--- config.mk ---
export PLATFORM = sky130hd
export DESIGN_NAME = avm_uart_responder
export DESIGN_NICKNAME = d
export VERILOG_FILES = /design/src/rtl/uart_pkg.sv /design/src/rtl/uart_rx_core.sv /design/src/rtl/avm_uart_responder.sv
export SDC_FILE = /design/constraint.sdc
export NUM_CORES = 1
export LEC_CHECK = 0
export ABC_AREA = 1
export CAP_MARGIN = 5
export CORE_ASPECT_RATIO = 1.5
export CORE_MARGIN = 8
export CORE_UTILIZATION = 46
export CTS_CLUSTER_SIZE = 8
export DETAILED_ROUTE_END_ITERATION = 8
export PLACE_DENSITY_LB_ADDON = 0.1
export SLEW_MARGIN = 20
export SYNTH_ARGS = -nofsm -noshare
export SYNTH_HDL_FRONTEND = slang
export SYNTH_SLANG_ARGS = --single-unit
--- constraint.sdc ---
create_clock -name avm_clk -period 2.3 [get_ports avm_clk]
set_clock_uncertainty 0.15 [all_clocks]
set_input_delay 0.46 -clock avm_clk [delete_from_list [all_inputs] [get_ports avm_clk]]
set_output_delay 0.46 -clock avm_clk [all_outputs]
set_load 0.05 [all_outputs]
--- src/rtl/uart_pkg.sv ---
// Shared register map, status bit positions and FSM state type for the
// Avalon-MM UART responder.
package uart_pkg;

  localparam logic [4:0] RX_BASE     = 5'd0;
  localparam logic [4:0] TX_BASE     = 5'd4;
  localparam logic [4:0] STATUS_BASE = 5'd8;

  localparam int unsigned TX_OK_BIT = 6;
  localparam int unsigned RX_OK_BIT = 7;
  localparam int unsigned OVR_BIT   = 0;

  typedef enum logic [1:0] {
    StIdle,
    StStart,
    StData,
    StStop
  } uart_state_t;

endpackage

--- src/rtl/uart_rx_core.sv ---
// 8N1 UART receiver: input synchronizer, RX FSM, byte output with a
// one-cycle valid pulse. Framing errors and start-bit glitches are dropped.
module uart_rx_core
  import uart_pkg::*;
#(
  parameter int unsigned CLKS_PER_BIT = 434
) (
  input  logic       clk_i,
  input  logic       rst_i,
  input  logic       rx_i,
  output logic [7:0] byte_o,
  output logic       valid_o
);

  localparam int unsigned CntW = $clog2(CLKS_PER_BIT);
  localparam logic [CntW-1:0] BitLast  = CntW'(CLKS_PER_BIT - 1);
  localparam logic [CntW-1:0] HalfLast = CntW'(CLKS_PER_BIT / 2 - 1);

  uart_state_t     state_q, state_d;
  logic [1:0]      sync_q;
  logic            rx_s;
  logic            prev_q;
  logic [CntW-1:0] baud_q;
  logic [2:0]      bit_q;
  logic [7:0]      shreg_q;
  logic [7:0]      byte_q;
  logic            valid_q;
  logic            half_tick, bit_tick;
  logic            shift_en, frame_end;

  assign rx_s      = sync_q[1];
  assign half_tick = (baud_q == HalfLast);
  assign bit_tick  = (baud_q == BitLast);

  always_ff @(posedge clk_i or posedge rst_i) begin
    if (rst_i) begin
      state_q <= StIdle;
    end else begin
      state_q <= state_d;
    end
  end

  always_comb begin
    state_d = state_q;
    unique case (state_q)
      StIdle:  if (prev_q && !rx_s) state_d = StStart;
      // A line that is high again at mid-start-bit was only a glitch.
      StStart: if (half_tick) state_d = rx_s ? StIdle : StData;
      StData:  if (bit_tick && bit_q == 3'd7) state_d = StStop;
      StStop:  if (bit_tick) state_d = StIdle;
    endcase
  end

  always_comb begin
    shift_en  = (state_q == StData) && bit_tick;
    frame_end = (state_q == StStop) && bit_tick;
  end

  always_ff @(posedge clk_i or posedge rst_i) begin
    if (rst_i) begin
      sync_q  <= 2'b11;
      prev_q  <= 1'b1;
      baud_q  <= '0;
      bit_q   <= '0;
      shreg_q <= '0;
      byte_q  <= '0;
      valid_q <= 1'b0;
    end else begin
      sync_q  <= {sync_q[0], rx_i};
      prev_q  <= rx_s;
      valid_q <= 1'b0;
      if (state_q == StIdle || (state_q == StStart && half_tick) || bit_tick) begin
        baud_q <= '0;
      end else begin
        baud_q <= baud_q + CntW'(1);
      end
      if (state_q == StIdle) begin
        bit_q <= '0;
      end
      if (shift_en) begin
        shreg_q <= {rx_s, shreg_q[7:1]};
        bit_q   <= bit_q + 3'd1;
      end
      if (frame_end && rx_s) begin
        byte_q  <= shreg_q;
        valid_q <= 1'b1;
      end
    end
  end

  assign byte_o  = byte_q;
  assign valid_o = valid_q;

endmodule

--- src/rtl/avm_uart_responder.sv ---
// Avalon-MM RX/TX/STATUS responder driving an 8N1 UART pin pair.
// Define AVM_UART_RX_FIFO_EN to replace the RX holding register with an 8-entry FIFO.
module avm_uart_responder
  import uart_pkg::*;
#(
  parameter int unsigned CLK_FREQ     = 50_000_000,
  parameter int unsigned BAUD         = 115_200,
  parameter int unsigned CLKS_PER_BIT = CLK_FREQ / BAUD
) (
  input  logic        avm_clk,
  input  logic        avm_rst,
  input  logic [4:0]  avm_address,
  input  logic        avm_read,
  output logic [31:0] avm_readdata,
  input  logic        avm_write,
  input  logic [31:0] avm_writedata,
  output logic        avm_waitrequest,
  input  logic        i_uart_rx,
  output logic        o_uart_tx
);

  localparam int unsigned CntW = $clog2(CLKS_PER_BIT);
  localparam logic [CntW-1:0] BitLast = CntW'(CLKS_PER_BIT - 1);

  logic       ack_q;
  logic       rd_ack, wr_ack, rx_rd, st_rd, tx_start;
  logic [7:0] rx_byte;
  logic       rx_done;
  logic       rx_valid;
  logic [7:0] rx_data;
  logic       ovr_set;
  logic       overrun_q;
  logic       tx_busy;
  logic       unused_wdata;

  assign unused_wdata = ^avm_writedata[31:8];

  // Fixed single wait cycle: ack goes high the cycle after a request is seen.
  always_ff @(posedge avm_clk or posedge avm_rst) begin
    if (avm_rst) begin
      ack_q <= 1'b0;
    end else begin
      ack_q <= (avm_read | avm_write) & ~ack_q;
    end
  end

  assign avm_waitrequest = ~ack_q;
  assign rd_ack   = ack_q & avm_read;
  assign wr_ack   = ack_q & avm_write & ~avm_read;
  assign rx_rd    = rd_ack && (avm_address == RX_BASE);
  assign st_rd    = rd_ack && (avm_address == STATUS_BASE);
  assign tx_start = wr_ack && (avm_address == TX_BASE) && !tx_busy;

  uart_rx_core #(
    .CLKS_PER_BIT(CLKS_PER_BIT)
  ) u_rx (
    .clk_i  (avm_clk),
    .rst_i  (avm_rst),
    .rx_i   (i_uart_rx),
    .byte_o (rx_byte),
    .valid_o(rx_done)
  );

`ifdef AVM_UART_RX_FIFO_EN
  logic [7:0] fifo_q [8];
  logic [2:0] wptr_q, rptr_q;
  logic [3:0] count_q;
  logic       full, empty, push, pop;

  assign full  = (count_q == 4'd8);
  assign empty = (count_q == 4'd0);
  assign pop   = rx_rd && !empty;
  assign push  = rx_done && (!full || pop);

  always_ff @(posedge avm_clk) begin
    if (push) begin
      fifo_q[wptr_q] <= rx_byte;
    end
  end

  always_ff @(posedge avm_clk or posedge avm_rst) begin
    if (avm_rst) begin
      wptr_q  <= '0;
      rptr_q  <= '0;
      count_q <= '0;
    end else begin
      if (push) wptr_q <= wptr_q + 3'd1;
      if (pop)  rptr_q <= rptr_q + 3'd1;
      count_q <= count_q + 4'(push) - 4'(pop);
    end
  end

  assign rx_valid = !empty;
  assign rx_data  = empty ? 8'h00 : fifo_q[rptr_q];
  assign ovr_set  = rx_done && full && !pop;
`else
  logic [7:0] rx_byte_q;
  logic       rx_valid_q;

  // A byte landing in the same cycle as an RX read is kept, not flagged.
  always_ff @(posedge avm_clk or posedge avm_rst) begin
    if (avm_rst) begin
      rx_byte_q  <= '0;
      rx_valid_q <= 1'b0;
    end else if (rx_done) begin
      rx_byte_q  <= rx_byte;
      rx_valid_q <= 1'b1;
    end else if (rx_rd) begin
      rx_valid_q <= 1'b0;
    end
  end

  assign rx_valid = rx_valid_q;
  assign rx_data  = rx_byte_q;
  assign ovr_set  = rx_done && rx_valid_q && !rx_rd;
`endif

  always_ff @(posedge avm_clk or posedge avm_rst) begin
    if (avm_rst) begin
      overrun_q <= 1'b0;
    end else if (ovr_set) begin
      overrun_q <= 1'b1;
    end else if (st_rd) begin
      overrun_q <= 1'b0;
    end
  end

  always_comb begin
    avm_readdata = '0;
    if (rd_ack) begin
      case (avm_address)
        RX_BASE: avm_readdata[7:0] = rx_data;
        STATUS_BASE: begin
          avm_readdata[TX_OK_BIT] = !tx_busy;
          avm_readdata[RX_OK_BIT] = rx_valid;
          avm_readdata[OVR_BIT]   = overrun_q;
        end
        default: avm_readdata = '0;
      endcase
    end
  end

  // TX FSM
  uart_state_t     tx_state_q, tx_state_d;
  logic [CntW-1:0] tx_baud_q;
  logic [2:0]      tx_bit_q;
  logic [7:0]      tx_shreg_q;
  logic            tx_bit_tick;

  assign tx_bit_tick = (tx_baud_q == BitLast);

  always_ff @(posedge avm_clk or posedge avm_rst) begin
    if (avm_rst) begin
      tx_state_q <= StIdle;
    end else begin
      tx_state_q <= tx_state_d;
    end
  end

  always_comb begin
    tx_state_d = tx_state_q;
    unique case (tx_state_q)
      StIdle:  if (tx_start) tx_state_d = StStart;
      StStart: if (tx_bit_tick) tx_state_d = StData;
      StData:  if (tx_bit_tick && tx_bit_q == 3'd7) tx_state_d = StStop;
      StStop:  if (tx_bit_tick) tx_state_d = StIdle;
    endcase
  end

  always_comb begin
    o_uart_tx = 1'b1;
    tx_busy   = 1'b1;
    unique case (tx_state_q)
      StIdle:  tx_busy = 1'b0;
      StStart: o_uart_tx = 1'b0;
      StData:  o_uart_tx = tx_shreg_q[0];
      StStop:  o_uart_tx = 1'b1;
    endcase
  end

  always_ff @(posedge avm_clk or posedge avm_rst) begin
    if (avm_rst) begin
      tx_baud_q  <= '0;
      tx_bit_q   <= '0;
      tx_shreg_q <= '0;
    end else if (tx_state_q == StIdle) begin
      tx_baud_q <= '0;
      tx_bit_q  <= '0;
      if (tx_start) begin
        tx_shreg_q <= avm_writedata[7:0];
      end
    end else begin
      tx_baud_q <= tx_bit_tick ? '0 : tx_baud_q + CntW'(1);
      if (tx_state_q == StData && tx_bit_tick) begin
        tx_shreg_q <= {1'b0, tx_shreg_q[7:1]};
        tx_bit_q   <= tx_bit_q + 3'd1;
      end
    end
  end

endmodule

==> results.toml, run 1 <==
[clock_network]
cts_buffer_depth = 2
clkLatencyLatePin_ns = 0.34
numCtsBuffers = 9
cts_sinks = 67
cts-htree-levels = 3
ctsHoldBuffers = 0
tritoncts = "built"
root_buffer = "clkbuf_8"
path_clk_slew_ns = 0.07

[timing]
slew_headroom = 0.667
tightest_slew_ns = 0.499
setup_viol = 0
hold_violations = 0
fin_crit_ns = 2.24
holdWs_ns = 0.207
rsz0062_at_grt = "true"
slew_viol_final = 0
fin_crit_sh = 0.975
setup-tns-final_ns = 0
fmax_ghz = 0.446

[synth]
ys_async_sr_fraction = 1.00
synth_top_area_frac = 0.463
synth.most_common_cell = "nand2_1"
synth_cell_type_count = 37
synth_common_cells = "105 x nand2_1, 64 x dfrtp_1, 47 x inv_1, 34 x nor2_1"
synth_cells = 403
ys_ff_latch = 67
synth-main-ff-cell = "dfrtp_1"
yosysTopAreaCell = "dfrtp_1"
syn_avg_cell_area_um2 = 8.58
netlist_top_cells_area = "dfrtp_1 46%, nand2_1 11%, buf_4 5.2%"
synth_edf_count = 0
syn_area_mm2 = 0.00346
ys_seq_area_frac = 0.486
yosys_warnings = 0

[global_routing]
overflow = 0
grt_pass1_wl_um = 11000
grt_max_degree = 56
grt_antenna_before_repair = 0
grt_pass1_vias = 2546
grt_use_total = 0.130

[finish]
final_area_mm2 = 0.00416
nets = 501
antenna_cells = 0
layout-drive-gt1-share = 0.177
area_delta_synth_final_pct = 20.4

[worst_setup_path]
crit_path_start = "avm_address[0]"
r2r_start = "u_rx.baud_q[1]"
rrSetupSlack_ns = 0.54
crit_end = "avm_readdata[3]"
crit_chain = "clkdlybuf4s15_1 -> or2_4 -> nor2_4 -> nand4_4 -> buf_6 -> nor2_2 -> buf_12"
path_max_fanout = 6
worst-path-buf-inv = 3
r2r_cells = 9
r2r_end = "u_rx.byte_o[2]"
startpoint_type = "input pin"
slowest_delay_ns = 0.26
crit_cells = 7
cp_top_family = "simple AND/OR/NAND/NOR gates"
arrival_ns = 1.63
worst_path_max_delay_cell = "or2_4"
crit_required_ns = 1.69
worst_setup_path_end_kind = "output pin"
path_class = "input pin to output pin"

[placement]
port_buffers = 27
dpl_cell_area_mm2 = 0.00389
globalplace.congestion = 0.715
dp_hpwl_um = 4710

[floorplanning]
start_util = 0.475
die_w_um = 86.8
core_area_mm2 = 0.00727
io_pins = 76
row_count = 38
dieArea_mm2 = 0.0106
die_h_um = 122

[detailed_routing]
routed_via_density = 4.65
vias = 2563
drt_iter0_markers = 62
wire_per_inst_um = 11.4
drc = 0
drt-pass1-iter-count = 5
ant_nets = 0
finalWirelength_um = 6290

[power]
leakagePower_uw = 0.00197
total_power_uw = 3440
ir_drop_uv = 463
cellPowerDensity_mw_per_mm2 = 826

[min_path]
hp-class = "flip-flop to flip-flop"
hold_depth = 0

[status]
outcome = "finished, final reports clean"

[job]
maxCapViolCount = 0
[where the power goes]
part,internal [uW],total [uW],switching (uW)
Clock,530,973,444
Sequential,1290,1420,130
Combinational,366,1050,680
Total,2180,3440,1250
[worst min-delay path by stage]
stage                              start              to  slack, ns
after floorplan           u_rx.sync_q[0]  u_rx.sync_q[1]       0.20
after global placement    u_rx.sync_q[0]  u_rx.sync_q[1]       0.20
after detailed placement  u_rx.sync_q[0]  u_rx.sync_q[1]       0.20
after CTS                 u_rx.sync_q[0]  u_rx.sync_q[1]       0.21
after global routing      u_rx.sync_q[0]  u_rx.sync_q[1]       0.21
final                     u_rx.sync_q[0]  u_rx.sync_q[1]       0.21
[cell type report]
type,instances,area [um2]
fill,675,3110
sequential,67,1680
inverter,48,180
multi-input combinational,280,1510
clock buffer,10,138
timing repair buffer,40,469
clock inverter,6,65.1
tap,100,125
[placed cells by master (no fill, tap or decap), types with 4 or more instances in the layout]
cell type and count:
o21ai_2 8, inv_1 46, a21oi_1 4, ha_1 13, nand2_1 104, clkbuf_8 10, xor2_1 5, nor2_2 6
o21ai_0 23, dfrtp_1 64, nor3_1 5, nand2_2 7, buf_12 10, buf_4 11, clkdlybuf4s50_1 12, nor2_1 30
dlygate4sd2_1 4, nand3_1 18, conb_1 24, nand4_1 4
[routing by layer]
| layer | up-vias | share of wire | global-route usage |
|---|---|---|---|
| li1 | 1311 | - | - |
| met2 | 27 | 0.55 | 0.237 |
| met5 | - | 0 | 0 |
| met3 | 8 | 0.040 | 0.0378 |
| met4 | 0 | 0.015 | 0.0552 |
| met1 | 1217 | 0.40 | 0.133 |
[flip-flops by register name, indices dropped and copies added, names as in the netlist, 3 cells and up, named ones only]
signal / flops
tx_bit_q: 3
u_rx.byte_o: 8
tx_baud_q: 9
tx_shreg_q: 8
rx_byte_q: 8
u_rx.shreg_q: 8
u_rx.baud_q: 9
u_rx.bit_q: 3
[metrics by stage]
stage	utilization	std cells	setup WS, ns
floorplan	-	426	-0.225
global placement	0.534	531	-0.320
detailed placement	0.534	531	-0.371
CTS	0.569	548	0.0423
global route	0.572	551	-0.0304
finish	0.572	551	0.0580
[timing repair]
item                                    4_1_cts  5_1_grt
endpoints found under the setup margin        8        1
pin swaps                                     5        0
setup buffers                                 1        3
resized for setup                            20        0
[cells by family (layout without fill, tap and decap cells)]
family,after synthesis,count (layout),synth area share
compound gates,46,46,0.0818
xor+xnor,7,7,0.0177
fa+ha+maj,13,13,0.0471
simple gates,190,190,0.250
buf+inv,79,104,0.117
other cells,1,24,0.00108
flops,67,67,0.486
Power figures use the tool's default switching activity.
==> run 2, diff against run 1 <==
Settings changed: GPL_TIMING_DRIVEN from default to 0.
==> results.toml, run 2 (synthesis results as in run 1) <==
[placement]
dp_hpwl_um = 4870
globalplace.congestion = 0.755
dp_slack_ns = -1.04
port_buffers = 27

[clock_network]
tritoncts = "built"
numCtsBuffers = 9
cts_sinks = 67
clkLatencyLatePin_ns = 0.35
path_clk_slew_ns = 0.07
cts-htree-levels = 3
cts_buffer_depth = 2
root_buffer = "clkbuf_8"

[global_routing]
overflow = 0
grt_pass1_wl_um = 11500
grt_use_total = 0.138
grt_pass1_vias = 2594
grt_antenna_before_repair = 0
grt_max_degree = 51

[timing]
fin_crit_sh = 0.988
fmax_ghz = 0.440
slew_headroom = 0.660
holdWs_ns = 0.207
fin_crit_ns = 2.27
tightest_slew_ns = 0.509
setup_slack_ns = 0.0283
setup_viol = 0
rsz0062_at_grt = "true"
slew_viol_final = 0
setup-tns-final_ns = 0
hold_violations = 0

[detailed_routing]
finalWirelength_um = 6630
drt_iter0_markers = 96
drc = 0
drt-pass1-iter-count = 5
wire_per_inst_um = 11.6
ant_nets = 0
vias = 2575
routed_via_density = 4.49

[worst_setup_path]
crit_required_ns = 1.69
path_max_fanout = 5
rrSetupSlack_ns = 0.46
r2r_end = "u_rx.shreg_q[2]"
r2r_cells = 8
startpoint_type = "input pin"
crit_end = "avm_readdata[4]"
worst_setup_path_end_kind = "output pin"
r2r_start = "u_rx.baud_q[1]"
path_class = "input pin to output pin"
arrival_ns = 1.66
crit_path_start = "avm_address[3]"

[finish]
fillers = 702
area_delta_synth_final_pct = 23.9
top_regs = "tx_baud_q (9), u_rx.baud_q (9)"
layout_common_cells = "104 x nand2_1, 64 x dfrtp_1, 45 x inv_1, 33 x nor2_1, 29 x buf_4"
final_common_cell = "nand2_1"
antenna_cells = 0
fin_util = 0.589
nets = 523
layout-drive-gt1-share = 0.207

[min_path]
hp-class = "flip-flop to flip-flop"
worstHoldStart = "u_rx.sync_q[0]"

[power]
leakagePower_uw = 0.00207
p_int_uw = 2310
p_sw_uw = 1270
clkPwrFrac = 0.302
total_power_uw = 3580
seq_power_share = 0.393
ir_drop_uv = 490
swShare = 0.355
cellPowerDensity_mw_per_mm2 = 835
combPwrFrac = 0.305

[floorplanning]
core_area_mm2 = 0.00727
row_count = 38
die_w_um = 86.8
start_util = 0.475
die_h_um = 122
io_pins = 76
dieArea_mm2 = 0.0106

[status]
outcome = "finished, final reports clean"

[job]
maxCapViolCount = 0
[run 2: what timing repair did]
| action | 4_1_cts | 5_1_grt |
|---|---|---|
| hold buffers | 0 | 0 |
| gates resized for setup | 73 | 5 |
| hold endpoints to repair | 0 | 0 |
| pin swaps | 8 | 4 |
| gates cloned | 1 | 0 |
| setup endpoints to repair | 9 | 7 |
| setup buffers | 3 | 0 |
[run 2: worst min-delay path by stage]
stage	to	slack [ns]	cells after the start
2_1_floorplan	u_rx.sync_q[1]	0.20	0
3_3_place_gp	u_rx.sync_q[1]	0.20	0
3_5_place_dp	u_rx.sync_q[1]	0.20	0
5_1_grt	u_rx.sync_q[1]	0.21	0
6_report	u_rx.sync_q[1]	0.21	0
4_1_cts	u_rx.sync_q[1]	0.21	0
[run 2: cell type report]
| cell class | instances | area (um2) | area share |
|---|---|---|---|
| Inverter | 48 | 186 | 0.0435 |
| Tap cell | 100 | 125 | 0.0292 |
| Sequential cell | 67 | 1680 | 0.392 |
| Timing Repair Buffer | 31 | 312 | 0.0727 |
| Buffer | 30 | 219 | 0.0511 |
| Clock inverter | 4 | 73.8 | 0.0172 |
| Clock buffer | 12 | 145 | 0.0339 |
| Multi-Input combinational cell | 281 | 1540 | 0.360 |
[run 2: power by group through the flow]
| stage | clock network (uW) | registers, uW | logic [uW] |
|---|---|---|---|
| final | 1080 | 1410 | 1090 |
| after global routing | 1160 | 1430 | 1220 |
| after CTS | 1120 | 1410 | 1070 |
| after detailed placement | 0 | 1430 | 1050 |
| after global placement | 0 | 1420 | 1020 |
| after floorplan | 0 | 1400 | 825 |
[run 2: critical path, cell delays in order]
cell             delay [ns]
clkdlybuf4s50_1        0.46
nor2_4                 0.20
nand4_4                0.17
nor2_1                 0.19
buf_6                  0.18
[run 2: stage by stage]
step,cell area (um2),instances
after global routing,4280,573
after detailed placement,3970,554
after CTS,4260,573
final,4280,573
after global placement,3940,553
after floorplan,3540,426
[run 2: metal layers]
layer  share of wire  track usage
met2            0.54        0.250
met3           0.041       0.0465
met5               0            0
met4           0.017       0.0617
met1            0.41        0.138
